**src/rtl/elevator_pkg.sv**
```systemverilog
// Shared types and defaults for the elevator call scheduler.
// The state names match the controller's four operating modes.
package elevator_pkg;

    typedef enum logic [1:0] {
        IDLE,
        MOVE_UP,
        MOVE_DOWN,
        DOOR_OPEN
    } state_t;

    localparam logic DIR_UP   = 1'b1;
    localparam logic DIR_DOWN = 1'b0;

    localparam int DEF_NUM_FLOORS  = 16;
    localparam int DEF_MOVE_CYCLES = 4;
    localparam int DEF_DOOR_CYCLES = 8;

endpackage

```
**src/rtl/elevator_next_call.sv**
```systemverilog
// Combinational search for the nearest pending floor in the travel direction,
// plus flags telling whether any calls lie above or below the car.
module elevator_next_call
    import elevator_pkg::*;
#(
    parameter int NUM_FLOORS = DEF_NUM_FLOORS,
    parameter int FLOOR_W    = $clog2(NUM_FLOORS)
) (
    input  logic [NUM_FLOORS-1:0] pending,
    input  logic [FLOOR_W-1:0]    current_floor,
    input  logic                  dir_up,
    output logic                  any_above,
    output logic                  any_below,
    output logic [FLOOR_W-1:0]    target_floor
);

    logic [NUM_FLOORS-1:0] above;
    logic [NUM_FLOORS-1:0] below;

    generate
        for (genvar gi = 0; gi < NUM_FLOORS; gi++) begin : g_split
            assign above[gi] = pending[gi] && (FLOOR_W'(gi) > current_floor);
            assign below[gi] = pending[gi] && (FLOOR_W'(gi) < current_floor);
        end
    endgenerate

    assign any_above = |above;
    assign any_below = |below;

    // Scan order makes the last hit the one closest to the car.
    always_comb begin
        target_floor = current_floor;
        if (dir_up) begin
            for (int i = NUM_FLOORS - 1; i >= 0; i--) begin
                if (above[i]) target_floor = FLOOR_W'(i);
            end
        end else begin
            for (int i = 0; i < NUM_FLOORS; i++) begin
                if (below[i]) target_floor = FLOOR_W'(i);
            end
        end
    end

endmodule

```
**src/rtl/elevator_call_scheduler.sv**
```systemverilog
// LOOK-order elevator sequencer: latches floor calls, steps the car one floor
// per MOVE_CYCLES clocks and holds the door open DOOR_CYCLES clocks per stop.
module elevator_call_scheduler
    import elevator_pkg::*;
#(
    parameter int NUM_FLOORS  = DEF_NUM_FLOORS,
    parameter int FLOOR_W     = $clog2(NUM_FLOORS),
    parameter int MOVE_CYCLES = DEF_MOVE_CYCLES,
    parameter int DOOR_CYCLES = DEF_DOOR_CYCLES
) (
    input  logic                  clk,
    input  logic                  reset,
    input  logic [NUM_FLOORS-1:0] call_req,
    output logic [NUM_FLOORS-1:0] pending,
    output logic [FLOOR_W-1:0]    current_floor,
    output logic [FLOOR_W-1:0]    target_floor,
    output logic                  dir_up,
    output logic                  moving,
    output logic                  door_open,
    output logic                  arrived
);

    localparam int MOVE_CNT_W = $clog2(MOVE_CYCLES + 1);
    localparam int DOOR_CNT_W = $clog2(DOOR_CYCLES + 1);

    state_t                  state;
    logic [MOVE_CNT_W-1:0]   move_cnt;
    logic [DOOR_CNT_W-1:0]   door_cnt;

    logic                    any_above;
    logic                    any_below;
    logic                    move_done;
    logic                    door_done;
    logic                    in_move;
    logic                    enter_door_idle;
    logic                    enter_door_move;
    logic [FLOOR_W-1:0]      step_floor;
    logic [NUM_FLOORS-1:0]   clear;

    elevator_next_call #(
        .NUM_FLOORS (NUM_FLOORS),
        .FLOOR_W    (FLOOR_W)
    ) u_next_call (
        .pending       (pending),
        .current_floor (current_floor),
        .dir_up        (dir_up),
        .any_above     (any_above),
        .any_below     (any_below),
        .target_floor  (target_floor)
    );

    assign in_move         = (state == MOVE_UP) || (state == MOVE_DOWN);
    assign move_done       = (move_cnt == MOVE_CNT_W'(MOVE_CYCLES - 1));
    assign door_done       = (door_cnt == DOOR_CNT_W'(DOOR_CYCLES - 1));
    assign step_floor      = (state == MOVE_UP) ? current_floor + 1'b1 : current_floor - 1'b1;
    assign enter_door_idle = (state == IDLE) && pending[current_floor];
    assign enter_door_move = in_move && move_done && pending[step_floor];

    // The bit being served is wiped on the opening edge and for as long as the
    // door stays open, so a same-floor call never survives into pending.
    generate
        for (genvar gi = 0; gi < NUM_FLOORS; gi++) begin : g_clear
            assign clear[gi] = ((state == DOOR_OPEN || enter_door_idle) && current_floor == FLOOR_W'(gi))
                             || (enter_door_move && step_floor == FLOOR_W'(gi));
        end
    endgenerate

    always_ff @(posedge clk or negedge reset) begin
        if (!reset) begin
            state         <= IDLE;
            pending       <= '0;
            current_floor <= '0;
            dir_up        <= DIR_UP;
            moving        <= 1'b0;
            door_open     <= 1'b0;
            arrived       <= 1'b0;
            move_cnt      <= '0;
            door_cnt      <= '0;
        end else begin
            pending <= (pending | call_req) & ~clear;
            arrived <= 1'b0;
            case (state)
                IDLE: begin
                    if (enter_door_idle) begin
                        state     <= DOOR_OPEN;
                        door_open <= 1'b1;
                        arrived   <= 1'b1;
                        door_cnt  <= '0;
                    end else if (any_above && (dir_up || !any_below)) begin
                        state    <= MOVE_UP;
                        dir_up   <= DIR_UP;
                        moving   <= 1'b1;
                        move_cnt <= '0;
                    end else if (any_below) begin
                        state    <= MOVE_DOWN;
                        dir_up   <= DIR_DOWN;
                        moving   <= 1'b1;
                        move_cnt <= '0;
                    end
                end
                MOVE_UP, MOVE_DOWN: begin
                    if (move_done) begin
                        current_floor <= step_floor;
                        move_cnt      <= '0;
                        if (enter_door_move) begin
                            state     <= DOOR_OPEN;
                            moving    <= 1'b0;
                            door_open <= 1'b1;
                            arrived   <= 1'b1;
                            door_cnt  <= '0;
                        end
                    end else begin
                        move_cnt <= move_cnt + 1'b1;
                    end
                end
                DOOR_OPEN: begin
                    // A fresh press at this floor keeps the door open longer.
                    if (call_req[current_floor]) begin
                        door_cnt <= '0;
                    end else if (door_done) begin
                        state     <= IDLE;
                        door_open <= 1'b0;
                        door_cnt  <= '0;
                    end else begin
                        door_cnt <= door_cnt + 1'b1;
                    end
                end
                default: state <= IDLE;
            endcase
        end
    end

endmodule

```
**config.mk**
```make
export PLATFORM = sky130hd
export DESIGN_NAME = elevator_call_scheduler
export DESIGN_NICKNAME = d
export VERILOG_FILES = /design/src/rtl/elevator_pkg.sv /design/src/rtl/elevator_next_call.sv /design/src/rtl/elevator_call_scheduler.sv
export SDC_FILE = /design/constraint.sdc
export NUM_CORES = 1
export LEC_CHECK = 0
export CAP_MARGIN = 10
export CELL_PAD_IN_SITES_DETAIL_PLACEMENT = 0
export CELL_PAD_IN_SITES_GLOBAL_PLACEMENT = 1
export CORE_ASPECT_RATIO = 1.1
export CORE_MARGIN = 1.5
export CORE_UTILIZATION = 35
export DETAILED_ROUTE_END_ITERATION = 6
export PLACE_DENSITY_LB_ADDON = 0.2
export SYNTH_ARGS = -nofsm -noshare
export SYNTH_HDL_FRONTEND = slang
export SYNTH_SLANG_ARGS = --single-unit
```
**constraint.sdc**
```tcl
create_clock -name clk -period 2.5 [get_ports clk]
set_input_delay 0.5 -clock clk [delete_from_list [all_inputs] [get_ports clk]]
set_output_delay 0.5 -clock clk [all_outputs]
set_load 0.05 [all_outputs]
```
# --- Word-level counts from Yosys, hierarchy flattened ---
# Cells that the tools add are included.
classes:
  n_eq_ne: 43
  reduce_logical: 103
  order_cmp: 34
  muxes: 77
  n_bitwise: 4
  add_sub_neg: 4
op_table:
  columns: ["cell", "count"]
  rows:
  - ["$mux W4", 39]
  - ["$logic_and A1 B1 Y1", 68]
  - ["$eq A4 B4 Y1 const B", 16]
  - ["$eq A4 B3 Y1 const B", 9]
  - ["$gt A4 B4 Y1 const A", 8]
  - ["$lt A4 B4 Y1 const A", 8]
  - ["$reduce_or A16 Y1", 2]
  - ["$logic_or A1 B1 Y1", 19]
  - ["$mux W1", 18]
  - ["$and A16 B16 Y16", 1]
  - ["$eq A4 B2 Y1 const B", 4]
  - ["$gt A3 B4 Y1 const A", 4]
  - ["$lt A3 B4 Y1 const A", 4]
  - ["$not A16 Y16", 1]
  - ["$or A16 B16 Y16", 1]
  - ["$reduce_and A5 Y1", 3]
  - ["$mux W2", 7]
  - ["$bmux W1 S4", 3]
  - ["$mux W3", 4]
  - ["$ne A2 B2 Y1 const B", 6]
  - ["$pmux W4 S3", 1]
  - ["$lt A4 B5 Y1 const B", 2]
  - ["$reduce_and A3 Y1", 3]
  - ["$add A4 B1 Y4 const B", 2]
  - ["23 further kinds", 32]
word_totals:
  regBits: 33
  in_bits: 18
  elab_cells: 274

# --- Depth between registers and ports, before layout ---
depth:
  depth_word: 19
  ltp_mapped: 11
  mapped_depth_nobuf: 9

# --- Modules after synthesis ---
# Synthesis repeated with hierarchy kept, for this count alone.
unflattened:
  cells_unflattened: 372
  area_unflattened_um2: 3181.8
modules_own_cells:
  columns: ["mod", "seq_area_each_um2", "area_each_um2", "cells_each", "n_inst"]
  rows:
  - ["elevator_call_scheduler", 827.0, 2210.9, 215, 1]
  - ["elevator_next_call", 0.0, 970.9, 157, 1]

# --- Worst setup path after synthesis ---
# Ideal clock, no wire load.
synth_timing:
  path_type: "flip-flop to output port"
  startpoint: "register current_floor[1]"
  endpoint: "output target_floor[0]"
  t_arrival_ns: 3.529
  path_slack_ns: -1.529
  t_required_ns: 2.000
  path_stages_with_launch: 11
  n_path_buf: 2
  path_cell_list: "dfrtp_1 -> ha_1 -> clkbuf_1 -> clkbuf_1 -> nor2_1 -> a21oi_1 -> o21a_1 -> o22ai_1 -> o221ai_1 -> a21oi_1 -> nor4_1"
synth_between:
  elab_chain_len: 19
synth_rtl:
  columns: ["element", "line", "rtl"]
  rows:
  - ["from (decl)", "elevator_call_scheduler.sv:15", "output logic [FLOOR_W-1:0] current_floor,"]
  - ["from (signal assigned)", "elevator_call_scheduler.sv:103", "current_floor <= step_floor;"]
  - ["$lt A1 B4 Y1 / $gt A4 B4 Y1 (equally long branches)", "elevator_next_call.sv:23, elevator_next_call.sv:22", null]
  - ["$logic_and A1 B1 Y1 (on tied branches)", "elevator_next_call.sv:23, elevator_next_call.sv:22", null]
  - ["$mux W4 (on tied branches) (16 in a row)", "elevator_next_call.sv:39, elevator_next_call.sv:35", null]
  - ["$mux W4 *", "elevator_next_call.sv:33", "if (dir_up) begin"]
  - ["to (decl)", "elevator_call_scheduler.sv:16", "output logic [FLOOR_W-1:0] target_floor,"]
# Mark *: on every way between the ends. The rest lies on a longest branch, timed or not.

# --- Worst setup path in the final report ---
layout_timing:
  startpoint: "register current_floor[0]"
  endpoint: "output target_floor[1]"
# Same word-level chain as after synthesis.

==> metrics.md <==
| Metric | Value |
|---|---|
| Setup Skew | 0.00513 ns |
| Ant. Diodes | 0 |
| Vias in the first global route | 3,641 |
| Gpl congestion | 0.910 |
| Period Utilization, post-route | 1.14 |
| Area growth syn-to-layout | 65.1% |
| Setup WS post-layout | -0.352 ns |
| CTS Buf Count | 5 |
| Die ar. | 9590 µm² |
| Vias | 3,622 |
| Sequential element share of the synthesized area | 0.262 |
| Flops & latches, synth | 33 |
| Routed Antenna Nets | 0 |
| Hold Crit Class | flop to flop |
| 1st-iter DRT viols | 197 |
| # Max-Cap Violations | 0 |
| DR DRC count | 0 |
| Peak VDD IR | 0.000691 V |
| Max frequency | 0.351 GHz |
| Post-DP HPWL | 8950 µm |
| FF/Latch Area | 832 µm² |
| Fraction of registers with async set/reset | 1.00 |
| DIE HEIGHT | 103 µm |
| Clock root buffer | clkbuf_8 |
| Largest net degree at the start of global routing | 34 |
| EDFF count, synth | 0 |
| Util after Layout | 0.590 |
| GRT Overall Usage | 0.265 |
| Total power | 8.19 mW |
| Required time worst endpoint | 2.00 ns |
| Hold Slack | 0.509 ns |
| Clk slew on worst S/H paths | 0.07 ns |
| Top cells by count, synth | nor2_1 (41), dfrtp_1 (32), nand2_1 (27), o21ai_0 (27), a21oi_1 (26) |
| Num rows | 36 |
| First drt pass iteration count | 5 |
| R2r startpoint | current_floor[0] |
| Critical path class | flop to output port |
| Unique masters post-synth | 75 |
| Critical path fanouts, max | 4 |
| Starting Density | 0.357 |
| Pre-CTS WS | -0.204 ns |
| Leak | 2.13 nW |
| Failing checks | setup timing |
| Primary FF master, synth | dfrtp_1 |
| Critical path launch point type | flop |
| Gr ovfl total | 0 |
| Final Hold Vio Count | 0 |
| Max-slew violations | 0 |
| Dpl cells | 603 |
| IO Port Bufs | 45 |
| Min Clock Period, post-route | 2.85 ns |
| Multi-input combinational cell area | 2630 µm² |
| Yosys Warn Count | 0 |
| Avg Cell Area, Syn | 8.59 µm² |
| CORE AREA | 8830 µm² |
| DIE WIDTH | 93.5 µm |
| Netlist Area Pre-Place | 3150 µm² |
| Pwr per Cell Area | 1570 nW/µm² |
| Worst EP arrival | 2.35 ns |
| Post-Syn Instances | 367 |
| RSZ-0062 raised after global routing | true |
| Yosys top cell by area | dfrtp_1 |
| Final nets | 544 |
| Clk sinks | 33 |
| Clk buf depth | 2 |
| Top-count cell post-synth | nor2_1 |
| Crit path from | current_floor[0] |
| Final WL | 12,400 µm |
| Clock Latency Late Sink | 0.30 ns |
| CTS tree | done |
| Share of post-route cells with drive strength above 1 | 0.473 |
| First-pass GRT wire length | 19,300 µm |
| H-Tree Depth | 2 |
| Slew @ Worst Pin | 0.575 ns |
| Worst Setup End Kind | output port |
| Non-filler cells, final | 630 |
| Wire per inst | 19.6 µm |
| Area contributors post-synth | dfrtp_1 (25%), mux4_2 (7.1%), nor2_1 (4.9%) |
| Outcome | finished with violations |
| Max_slew headroom | 0.615 |
| Final setup violating endpoints | 22 |
| Hold_buf cts | 0 |
| Synth top area share | 0.254 |
| Fillers | 814 |
| DR vias/cell | 5.75 |
| Initial antenna violation count | 0 |
| I/O pins | 46 |
| Hold_sp | door_open |
| Syn nets | 396 |
## metrics by stage
stage	instance area (µm²)	setup TNS, ns
4_1_cts	5020	-2.87
3_5_place_dp	4540	-2.26
6_report	5210	-3.35
2_1_floorplan	3290	-2.62
3_3_place_gp	4540	-1.29
5_1_grt	5210	-6.06
## power by group
part | switching (mW) | internal (mW)
logic | 3.59 | 3.16
registers | 0.277 | 0.695
clock network | 0.222 | 0.249
## cell type report
cell class                 instances  share of cell area
timing repair buffer             161               0.275
clock buffer                       7              0.0185
inverter                          17              0.0142
clock inverter                     1            0.000961
sequential                        33               0.160
tap                              114              0.0274
multi-input combinational        297               0.504
## logic make-up after synthesis
family / after synthesis / synth area share
simple gates: 132 / 0.220
compound gates: 127 / 0.289
buf+inv: 37 / 0.0555
flops: 33 / 0.262
mux: 21 / 0.110
fa+ha+maj: 11 / 0.0436
xor+xnor: 6 / 0.0190
## path summary, 6_finish.rpt
path	cells after the start	slack, ns	to
min in group asynchronous	2	0.62	door_cnt[2]
hold / removal	2	0.51	door_open
setup / recovery	12	-0.35	target_floor[1]
max in group asynchronous	2	1.53	current_floor[0]
setup reg to reg	11	-0.26	state[0]
hold reg to reg	2	0.51	door_open
## cells in the final DEF, fill, tap and decap left out, types with 5 or more instances in the layout
| cell type | instances |
|---|---|
| buf_4 | 102 |
| nor2_1 | 39 |
| clkdlybuf4s50_1 | 39 |
| dfrtp_1 | 28 |
| nand2_1 | 26 |
| a21oi_1 | 21 |
| o21ai_0 | 18 |
| buf_6 | 13 |
| a221oi_2 | 12 |
| inv_1 | 10 |
| mux4_2 | 10 |
| o21ai_2 | 9 |
| nand2b_1 | 8 |
| nand3_1 | 7 |
| ha_1 | 7 |
| clkbuf_8 | 7 |
| mux2i_1 | 6 |
| inv_2 | 5 |
| o22ai_1 | 5 |
| o21a_1 | 5 |
| a31oi_1 | 5 |
| buf_12 | 5 |
## what timing repair did
item / CTS / global route
setup buffers: 15 / 8
setup endpoints to repair: 30 / 33
gates resized for setup: 65 / 34
pin swaps: 26 / 24
gates cloned: 0 / 0
## critical path, stage by stage, from the launching register on
cell and delay, ns:
dfrtp_2 0.44, buf_6 0.15, inv_8 0.06, buf_6 0.10, ha_4 0.16, nor2_2 0.05, o21ai_2 0.15, a31oi_1 0.11
a211oi_1 0.22, o211ai_1 0.11, and3_1 0.18, o22ai_4 0.17, buf_12 0.16
## state kept, by name (all words and copies together), names as in the netlist
register	flops
arrived	1
dir_up	1
door_cnt	4
move_cnt	3
moving	1
pending	16
door_open	1
state	2
current_floor	4
## per-layer routing
metal  vias to the layer above  GRT usage  wire length, µm  share of wire
met5                         -          0                0              0
met4                         0     0.0839              291          0.024
met3                        28     0.0354              653          0.053
met2                       142      0.468             6310           0.51
met1                      1777      0.336             5110           0.41
li1                       1675          -                -              -
Note: power is estimated with default switching activity, not from simulation.
